$ cat src/rtl/alsu_result_capture.sv
// ---------------------------------------------------------------------------
// alsu_result_capture
//
// Registered output stage that sits after the ALSU negative-sign flag handler.
// Accepts one result per cycle (result, carry, negative flag, opcode), derives
// a zero flag and holds up to two results in a small FIFO / skid buffer.
// Sticky status bits and a saturating counter summarise the accepted
// operations.
//
// Ports:
//   clk, rst           rising-edge clock, asynchronous active-high reset
//   in_valid/in_ready  upstream handshake (in_ready depends only on state)
//   in_sel             opcode that produced the result
//   in_result          ALSU result (DATA_W bits)
//   in_carry, in_neg   carry/borrow flag and negative sign flag
//   out_valid/out_ready downstream handshake for the head entry
//   out_sel, out_result, out_carry, out_neg, out_zero  head entry fields
//   sticky_clr         synchronous clear of sticky bits and op_count
//   sticky_neg         a negative result was accepted since the last clear
//   sticky_carry       a carry was accepted since the last clear
//   op_count           accepted operations, saturating at all-ones
// ---------------------------------------------------------------------------
module alsu_result_capture #(
    parameter int DATA_W = 4,
    parameter int CNT_W  = 8
) (
    input  logic              clk,
    input  logic              rst,
    input  logic              in_valid,
    output logic              in_ready,
    input  logic [3:0]        in_sel,
    input  logic [DATA_W-1:0] in_result,
    input  logic              in_carry,
    input  logic              in_neg,
    output logic              out_valid,
    input  logic              out_ready,
    output logic [3:0]        out_sel,
    output logic [DATA_W-1:0] out_result,
    output logic              out_carry,
    output logic              out_neg,
    output logic              out_zero,
    input  logic              sticky_clr,
    output logic              sticky_neg,
    output logic              sticky_carry,
    output logic [CNT_W-1:0]  op_count
);

    typedef struct packed {
        logic [3:0]        sel;
        logic [DATA_W-1:0] result;
        logic              carry;
        logic              neg;
        logic              zero;
    } entry_t;

    entry_t     mem [2];
    logic [1:0] count;
    logic       wr_ptr;
    logic       rd_ptr;

    logic   push;
    logic   pop;
    logic   neg_masked;
    entry_t new_entry;
    entry_t head;

    assign in_ready  = (count != 2'd2);
    assign out_valid = (count != 2'd0);
    assign push      = in_valid & in_ready;
    assign pop       = out_valid & out_ready;

    // The sign flag is only meaningful for the two opcodes that can produce a
    // signed result; anything else is forced to zero so a stray flag from the
    // sign handler never reaches the consumer or the sticky bit.
    assign neg_masked = in_neg & ((in_sel == 4'b0000) || (in_sel == 4'b1100));

    always_comb begin
        new_entry        = '0;
        new_entry.sel    = in_sel;
        new_entry.result = in_result;
        new_entry.carry  = in_carry;
        new_entry.neg    = neg_masked;
        new_entry.zero   = (in_result == '0);
    end

    // Outputs come straight from the head storage register, so they are
    // stable while the head waits for out_ready.
    assign head       = mem[rd_ptr];
    assign out_sel    = head.sel;
    assign out_result = head.result;
    assign out_carry  = head.carry;
    assign out_neg    = head.neg;
    assign out_zero   = head.zero;

    // NOTE: sequential state is updated with non-blocking assignments so every
    // register samples pre-edge values, independent of statement order.
    always_ff @(posedge clk or posedge rst) begin
        if (rst) begin
            count  <= 2'd0;
            wr_ptr <= 1'b0;
            rd_ptr <= 1'b0;
            // NOTE: the storage entries are reset on purpose: outputs read the
            // head entry directly and must show all zeros after reset.
            for (int i = 0; i < 2; i++) begin
                mem[i] <= '0;
            end
        end else begin
            if (push) begin
                mem[wr_ptr] <= new_entry;
                wr_ptr      <= ~wr_ptr;
            end
            if (pop) begin
                rd_ptr <= ~rd_ptr;
            end
            case ({push, pop})
                2'b10:   count <= count + 2'd1;
                2'b01:   count <= count - 2'd1;
                default: count <= count;
            endcase
        end
    end

    // Clear has priority but does not swallow a simultaneous push: the push
    // is applied on top of the cleared state.
    always_ff @(posedge clk or posedge rst) begin
        if (rst) begin
            sticky_neg   <= 1'b0;
            sticky_carry <= 1'b0;
            op_count     <= '0;
        end else if (sticky_clr) begin
            sticky_neg   <= push & neg_masked;
            sticky_carry <= push & in_carry;
            op_count     <= push ? CNT_W'(1) : '0;
        end else if (push) begin
            sticky_neg   <= sticky_neg | neg_masked;
            sticky_carry <= sticky_carry | in_carry;
            if (op_count != {CNT_W{1'b1}}) begin
                op_count <= op_count + CNT_W'(1);
            end
        end
    end

endmodule

$ cat config.mk
export PLATFORM = sky130hd
export DESIGN_NAME = alsu_result_capture
export DESIGN_NICKNAME = d
export VERILOG_FILES = /design/src/rtl/alsu_result_capture.sv
export SDC_FILE = /design/constraint.sdc
export NUM_CORES = 1
export LEC_CHECK = 0
export ABC_AREA = 1
export BUFFER_PORTS_ARGS = -buffer_cell sky130_fd_sc_hd__buf_4
export CORE_UTILIZATION = 30
export DETAILED_ROUTE_END_ITERATION = 12
export REMOVE_ABC_BUFFERS = 1
export SKIP_LAST_GASP = 1
export SYNTH_ARGS = -nofsm -noshare
export SYNTH_HDL_FRONTEND = slang
export SYNTH_SLANG_ARGS = --single-unit
$ cat constraint.sdc
create_clock -name clk -period 1.5 [get_ports clk]
set_input_delay 0.3 -clock clk [delete_from_list [all_inputs] [get_ports clk]]
set_output_delay 0.3 -clock clk [all_outputs]
set_load 0.05 [all_outputs]
==> results of run 1 <==
layer usage:
metal	vias up	share of wire	GRT usage
met2	21	0.47	0.208
met3	5	0.028	0.0303
met4	0	0.016	0.0429
met1	647	0.48	0.151
met5	-	0	0
li1	730	-	-
report_power, final:
group / switching, mW / internal (mW) / leakage [nW]
combinational: 1.72 / 1.01 / 0.722
sequential: 0.193 / 1.31 / 0.462
clock: 0.347 / 0.493 / 0.0552
total: 2.26 / 2.82 / 1.24
cell type report:
class,count,area share
inverters,23,0.0380
clock buffers,6,0.0302
multi-input cells,133,0.357
well taps,75,0.0391
repair buffers,45,0.146
flip-flops and latches,36,0.375
clock inverters,2,0.0146
state kept, by name, indices dropped and copies added (netlist names):
signal	flops
sticky_neg	1
wr_ptr	1
count	2
op_count	8
sticky_carry	1
rd_ptr	1
mem	22
synth_stat cells, drive strengths merged, types with 2 or more instances:
cell type  instances
a21oi              4
buf                5
dfrtp             36
ha                 2
inv               23
mux2              11
nand2             62
nand3             13
nand4              2
nor2               5
o21ai             25
o21bai             2
xnor2              2
xor2               2
path summary, 6_finish.rpt:
path,startpoint,to,cells after the start
worst max-delay path,rd_ptr$_DFFE_PP0P_,out_carry,3
worst max register to register,op_count[0]$_DFFE_PP0P_,op_count[7]$_DFFE_PP0P_,6
max in group asynchronous,rst,mem[17]$_DFFE_PP0P_,3
min in group clk,sticky_clr,op_count[0]$_DFFE_PP0P_,3
worst min-delay path,rst,op_count[3]$_DFFE_PP0P_,3
worst min register to register,mem[9]$_DFFE_PP0P_,mem[9]$_DFFE_PP0P_,2
placed cells by master, fill, tap and decap left out, types with 2 or more instances in the layout:
cell and n:
sky130_fd_sc_hd__a21oi_2 2, sky130_fd_sc_hd__nor2_4 2, sky130_fd_sc_hd__o21bai_1 2, sky130_fd_sc_hd__inv_2 2, sky130_fd_sc_hd__nand4_1 2, sky130_fd_sc_hd__inv_1 20, sky130_fd_sc_hd__o21ai_0 2, sky130_fd_sc_hd__dfrtp_1 36
sky130_fd_sc_hd__a21oi_1 2, sky130_fd_sc_hd__xor2_1 2, sky130_fd_sc_hd__clkbuf_8 5, sky130_fd_sc_hd__buf_4 44, sky130_fd_sc_hd__o21ai_2 22, sky130_fd_sc_hd__nand3_1 12, sky130_fd_sc_hd__nand2_4 5, sky130_fd_sc_hd__nor2_1 3
sky130_fd_sc_hd__mux2_2 11, sky130_fd_sc_hd__xnor2_1 2, sky130_fd_sc_hd__nand2_1 56
critical path: stages (launching register included):
cell                      delay (ns)
sky130_fd_sc_hd__dfrtp_1        0.37
sky130_fd_sc_hd__buf_12         0.15
sky130_fd_sc_hd__mux2_2         0.34
sky130_fd_sc_hd__buf_4          0.19
timing repair:
item	in CTS	in global routing
resized for setup	0	4
hold buffers	0	0
endpoints found under the hold margin	0	0
buffers inserted	1	0
endpoints found under the setup margin	12	12
kinds of logic after synthesis:
kind of cell	after synthesis	share of synthesized area
muxes	11	0.0659
buffers and inverters	28	0.0752
and+or+nand+nor	83	0.209
xor gates and xnor gates	4	0.0186
adders and majority gates	2	0.0133
DFF	36	0.479
AOI/OAI and AO/OA	33	0.139
==> flow_summary.rst, run 1 <==
.. list-table::
   :header-rows: 1

   * - Metric
     - Value
   * - Failing checks
     - negative setup slack
   * - Total negative slack for setup checks
     - -1.43 ns
   * - # fillers
     - 626
   * - Register-to-register setup slack
     - 0.12 ns
   * - Clk sink count
     - 36
   * - Starting utilization of the core area
     - 0.314
   * - GR Util All Layers
     - 0.123
   * - Post-route worst hold slack
     - 0.122 ns
   * - Minimum clock period after layout
     - 1.64 ns
   * - Leading register cell type out of synthesis
     - sky130_fd_sc_hd__dfrtp_1
   * - Library cell with the largest summed area after synthesis
     - sky130_fd_sc_hd__dfrtp_1
   * - CTS tree
     - yes
   * - Inserted Diodes
     - 0
   * - Largest buffer count on any clock path
     - 2
   * - Multi-input gate area in the final layout
     - around 860 um2
   * - Master cell of the clock root buffer
     - sky130_fd_sc_hd__clkbuf_8
   * - IO Port Bufs
     - 37
   * - Maxcap violations
     - 0
   * - Power per cell area
     - 2120 mW/mm2
   * - Fraction of synthesized cell area taken by the top area cell type
     - 0.479
   * - Cell area after placement
     - ~0.0023 mm2
   * - Height of the chip
     - a little over 80 um
   * - Outcome
     - finished, violations left
   * - Horizontal die dimension
     - just over 80 um
   * - Placement row count
     - 28
   * - Synthesized area per cell
     - about 9.5 um2
   * - Layout Cell Area excl Fill
     - approximately 0.0024 mm2
   * - Worst slack after detailed placement
     - approximately 0.0010 ns
   * - Area of all sequential standard cells
     - around 900 um2
   * - Inst Count DP
     - approximately 310
   * - Layout overhead on the synthesized area
     - 27.7%
   * - Synthesized instance count
     - 197
   * - Clock transition at the registers of the reported paths
     - approximately 0.08 ns
   * - Routed Antenna Nets
     - 0
   * - Post-detailed-placement half-perimeter wirelength
     - between 2000 and 3000 um
   * - Max Clk Rate
     - slightly above 0.6 GHz
   * - Routed wire length
     - ~3700 um
   * - Number of global-route vias before repair
     - between 1000 and 1500
   * - Leakage power of the design
     - between 1 and 1.5 nW
   * - Required arrival time at the worst endpoint
     - roughly 1.2 ns
   * - Remaining DRCs
     - 0
   * - Final Max Slew Viols
     - 0
   * - Critical-path maximum fanout
     - 12
   * - Final Cycle Share
     - 1.09
   * - Type of the tightest min-delay check
     - in2async
   * - Fin Clk Skew
     - about 0.0065 ns
   * - Drt wl/cell
     - about 11 um
   * - Nets@finish
     - between 200 and 300
   * - Leading cell types by total area after synthesis
     - sky130_fd_sc_hd__dfrtp_1, sky130_fd_sc_hd__nand2_1, sky130_fd_sc_hd__o21ai_2, sky130_fd_sc_hd__mux2_2, sky130_fd_sc_hd__inv_1
   * - Final setup vio count
     - 11
   * - Via count
     - approximately 1400
   * - Die Area
     - 0.00659 mm2
   * - Nature of the critical path startpoint
     - flip-flop
   * - Endpoint class of the critical path
     - output pin
   * - Global placer's final weighted congestion
     - about 0.8
   * - Fraction of synthesis flops using an asynchronous set or reset pin
     - 1.00
   * - Critical path class
     - reg2out
   * - Area of the mapped netlist
     - 0.00188 mm2
   * - Synthesis-stage register bit count
     - 36
   * - Worst skew pair latency
     - between 0.2 and 0.3 ns
   * - First-pass GRT wire length
     - 6250 um
   * - Arrival @ worst endpoint
     - 1.34 ns
   * - Number of non-filler instances in the completed layout
     - between 300 and 400
   * - Pre-antenna DRT Iters
     - 4
   * - Hold Vio Cnt, Final
     - 0
   * - Number of flops mapped to enable cells by yosys
     - 0
   * - Max IR drop VDD
     - 1.04 mV
   * - Warnings from Yosys
     - 0
   * - Proportion of layout cells with a drive suffix above 1
     - 0.412
   * - Area of the core
     - 0.00599 mm2
   * - I/O pin count
     - 38
   * - RSZ-0062 raised after global routing
     - true
   * - Worst Max-Slew Pin Slew
     - ~0.46 ns
   * - Sequential share of the synthesized area
     - 0.479
   * - Setup ws final
     - -0.140 ns
   * - Number of distinct standard cells referenced by the synthesized netlist
     - 25
   * - H-tree depth
     - 2
   * - Largest net degree at the start of global routing
     - 37
   * - GR Overflow Total
     - 0
   * - Inserted Clock Buffers
     - 5
   * - Total power after layout
     - roughly 5 mW
   * - Tightest slew margin relative to the limit
     - 0.690
   * - Number of vias per cell
     - 4.38
   * - Number of antenna violations at the first check in global routing
     - 0
   * - Number of violations reported at the end of detailed-routing iteration 0
     - 50
   * - Share of the core filled with cells in the final layout
     - 0.401
(Power assumes the default switching activity.)
==> run 2, diff against run 1 <==
--- a/config.mk
+++ b/config.mk
@@ -14,3 +14,4 @@
 export SYNTH_ARGS = -nofsm -noshare
 export SYNTH_HDL_FRONTEND = slang
 export SYNTH_SLANG_ARGS = --single-unit
+export TNS_END_PERCENT = 50
==> constraint.sdc (replaced) <==
create_clock -name clk -period 1.32 [get_ports clk]
set_input_delay 0.264 -clock clk [delete_from_list [all_inputs] [get_ports clk]]
set_output_delay 0.264 -clock clk [all_outputs]
set_load 0.05 [all_outputs]
==> run 2 against run 1 <==
Net effect:
- clock power decreased by 7.7%
- die area stayed put
- non-clock buffer count is 11 higher
- flip-flop and latch count unchanged
- the run still ends with negative setup slack left
- count of clock-buffer cells in the layout fell by 1
- critical path depth is the same
- critical endpoint is now out_sel[2]
==> flow_summary.rst, run 2 (same netlist as run 1, synthesis figures left out) <==
.. list-table::
   :header-rows: 1

   * - Metric
     - Value
   * - H-tree depth
     - 2 (unchanged)
   * - IO Port Bufs
     - 37 (unchanged)
   * - Most used cells in the layout excluding fill and tap cells
     - sky130_fd_sc_hd__nand2_1, sky130_fd_sc_hd__buf_4, sky130_fd_sc_hd__dfrtp_1 (unchanged)
   * - Most frequent standard cell in the layout excluding fill and tap cells
     - sky130_fd_sc_hd__nand2_1 (unchanged)
   * - CP max-delay cell
     - sky130_fd_sc_hd__dfrtp_2 (was sky130_fd_sc_hd__dfrtp_1)
   * - Final setup vio count
     - 24 (was 11)
   * - Type of the tightest min-delay check
     - in2async (unchanged)
   * - Post-detailed-placement half-perimeter wirelength
     - 2630 um (was 2560 um)
   * - Number of antenna violations at the first check in global routing
     - 0 (unchanged)
   * - Slowest cell delay on critical path
     - 0.46 ns (was 0.37 ns)
   * - Arrival @ worst endpoint
     - 1.37 ns (was 1.34 ns)
   * - Max IR drop VDD
     - 1.23 mV (was 1.04 mV)
   * - Starting utilization of the core area
     - 0.314 (unchanged)
   * - Critical-path maximum fanout
     - 5 (was 12)
   * - Failing checks
     - negative setup slack (unchanged)
   * - Number of violations reported at the end of detailed-routing iteration 0
     - 76 (was 50)
   * - Power per cell area
     - 2430 mW/mm2 (was 2120 mW/mm2)
   * - Cell area after placement
     - 0.00234 mm2 (was 0.00227 mm2)
   * - Minimum clock period after layout
     - 1.64 ns
   * - Setup ws final
     - -0.318 ns (was -0.140 ns)
   * - Worst Max-Slew Pin Slew
     - 0.363 ns (was 0.465 ns)
   * - Clk sink count
     - 36 (unchanged)
   * - Final Cycle Share
     - 1.24
   * - Nature of the critical path startpoint
     - flip-flop (unchanged)
   * - Layout overhead on the synthesized area
     - 43.4% (was 27.7%)
   * - Global placer's final weighted congestion
     - 0.770 (was 0.790)
   * - Final Max Slew Viols
     - 0 (unchanged)
   * - R2r startpoint
     - count[1]$_DFFE_PP0P_ (was op_count[0]$_DFFE_PP0P_)
   * - Area of the core
     - 0.00599 mm2 (unchanged)
   * - Largest net degree at the start of global routing
     - 37 (unchanged)
   * - GR Overflow Total
     - 0 (unchanged)
   * - Horizontal die dimension
     - 81.2 um (unchanged)
   * - Required arrival time at the worst endpoint
     - 1.06 ns (was 1.20 ns)
   * - Largest buffer count on any clock path
     - 2 (unchanged)
   * - Layout Cell Area excl Fill
     - 0.00270 mm2 (was 0.00240 mm2)
   * - First-pass GRT wire length
     - 6410 um (was 6250 um)
   * - RSZ-0062 raised after global routing
     - true (unchanged)
   * - Placement row count
     - 28 (unchanged)
   * - Remaining DRCs
     - 0 (unchanged)
   * - Nets@finish
     - 274 (was 261)
   * - Routed wire length
     - 4090 um (was 3660 um)
   * - Top register by number of flip-flops
     - mem (unchanged)
   * - Clock transition at the registers of the reported paths
     - 0.08 ns (about the same)
   * - # fillers
     - 587 (was 626)
   * - Hold Vio Cnt, Final
     - 0 (unchanged)
   * - Register-to-register setup slack
     - -0.08 ns (was 0.12 ns)
   * - Reg2Reg Depth
     - 8 (was 6)
   * - Inserted Diodes
     - 0 (unchanged)
   * - Maxcap violations
     - 0 (unchanged)
   * - I/O pin count
     - 38 (unchanged)
   * - Proportion of layout cells with a drive suffix above 1
     - 0.473 (was 0.412)
   * - Die Area
     - 0.00659 mm2 (unchanged)
   * - Fin Clk Skew
     - 0.0140 ns (was 0.00652 ns)
   * - Height of the chip
     - 81.2 um (unchanged)
   * - Leakage power of the design
     - 1.38 nW (was 1.24 nW)
   * - Outcome
     - finished, violations left (unchanged)
   * - Drt wl/cell
     - 12.3 um (was 11.4 um)
   * - Number of vias per cell
     - 4.45 (was 4.38)
   * - CTS tree
     - yes (unchanged)
   * - Tightest slew margin relative to the limit
     - 0.758 (was 0.690)
   * - Pre-antenna DRT Iters
     - 4 (unchanged)
   * - Critical path class
     - reg2out (unchanged)
   * - Master cell of the clock root buffer
     - sky130_fd_sc_hd__clkbuf_8 (unchanged)
   * - GR Util All Layers
     - 0.128 (was 0.123)
   * - Number of global-route vias before repair
     - 1401 (was 1395)
   * - Routed Antenna Nets
     - 0 (unchanged)
   * - Endpoint of the worst-slack reg-to-reg timing path
     - mem[2]$_DFFE_PP0P_ (was op_count[7]$_DFFE_PP0P_)
   * - Endpoint class of the critical path
     - output pin (unchanged)
   * - Worst skew pair latency
     - 0.29 ns (about the same)
   * - Inserted Clock Buffers
     - 5 (unchanged)
   * - Post-route worst hold slack
     - 0.0173 ns (was 0.122 ns)
   * - Cell-by-cell listing of the critical path
     - clkbuf_16 > mux2_4 > buf_8 (was buf_12 > mux2_2 > buf_4)
   * - Max Clk Rate
     - 0.611 GHz
   * - Via count
     - 1481 (was 1403)
   * - Largest regs
     - mem (22), op_count (8), count (2) (unchanged)
   * - Flip-flop count of the largest register after layout
     - 22 (unchanged)
[run 2: changes by cell type in the layout (fill, tap and decap cells not counted), sizes merged]
cell,previous run,this run
buf,45,55
clkinv,1,3
nand2,62,64
bufinv,1,0
[run 2: layout make-up]
type / instances / area, um2 / share of cell area
Multi-Input combinational cell: 135 / 960 / 0.356
Sequential cell: 36 / 902 / 0.334
Timing Repair Buffer: 56 / 561 / 0.208
Inverter: 23 / 93.8 / 0.0348
Tap cell: 75 / 93.8 / 0.0348
Clock buffer: 5 / 68.8 / 0.0255
Clock inverter: 3 / 18.8 / 0.00696
[run 2: power by group]
group	total (mW)	leakage [nW]	switching, mW	internal, mW
combinational	4.04	0.873	2.22	1.81
sequential	1.75	0.461	0.252	1.50
clock	0.776	0.0479	0.408	0.368
total	6.56	1.38	2.88	3.68
[run 2: how the worst max path moves through the flow]
stage                           end  cells after the start                 start
5_1_grt                  out_sel[2]                      3    rd_ptr$_DFFE_PP0P_
3_3_place_gp   count[1]$_DFFE_PP0P_                      8  count[1]$_DFFE_PP0P_
4_1_cts                   out_carry                      3    rd_ptr$_DFFE_PP0P_
2_1_floorplan  count[1]$_DFFE_PP0P_                      8  count[0]$_DFFE_PP0P_
3_5_place_dp   count[1]$_DFFE_PP0P_                      8  count[1]$_DFFE_PP0P_
6_report                 out_sel[2]                      3    rd_ptr$_DFFE_PP0P_
[run 2: critical path, delay by kind of cell (launching register included)]
kind	cells	cell delay (ns)
flip-flops	1	0.46
multiplexers	1	0.30
buffers and inverters	2	0.33
[run 2: metal layers]
metal,vias to the layer above,GRT usage,part of all wire
met4,0,0.0536,0.0078
met2,19,0.208,0.49
met3,2,0.0292,0.024
met1,702,0.163,0.47
met5,-,0,0
li1,758,-,-
[run 2: through the flow]
stage / setup TNS, ns / utilization / total power [mW] / setup slack (ns) / std cells
floorplan: -2.95 / - / 3.93 / -0.470 / 192
global placement: -0.0613 / 0.391 / 4.87 / -0.0567 / 319
detailed placement: -0.117 / 0.391 / 4.92 / -0.104 / 319
CTS: -3.82 / 0.405 / 5.72 / -0.333 / 327
global route: -6.09 / 0.450 / 6.95 / -0.358 / 333
finish: -4.11 / 0.450 / 6.56 / -0.318 / 333
[run 2: what timing repair did]
item | 4_1_cts | 5_1_grt
setup buffers | 0 | 3
gates cloned | 0 | 3
pin swaps | 0 | 12
hold buffers | 0 | 0
resized for setup | 0 | 54
endpoints found under the setup margin | 16 | 45
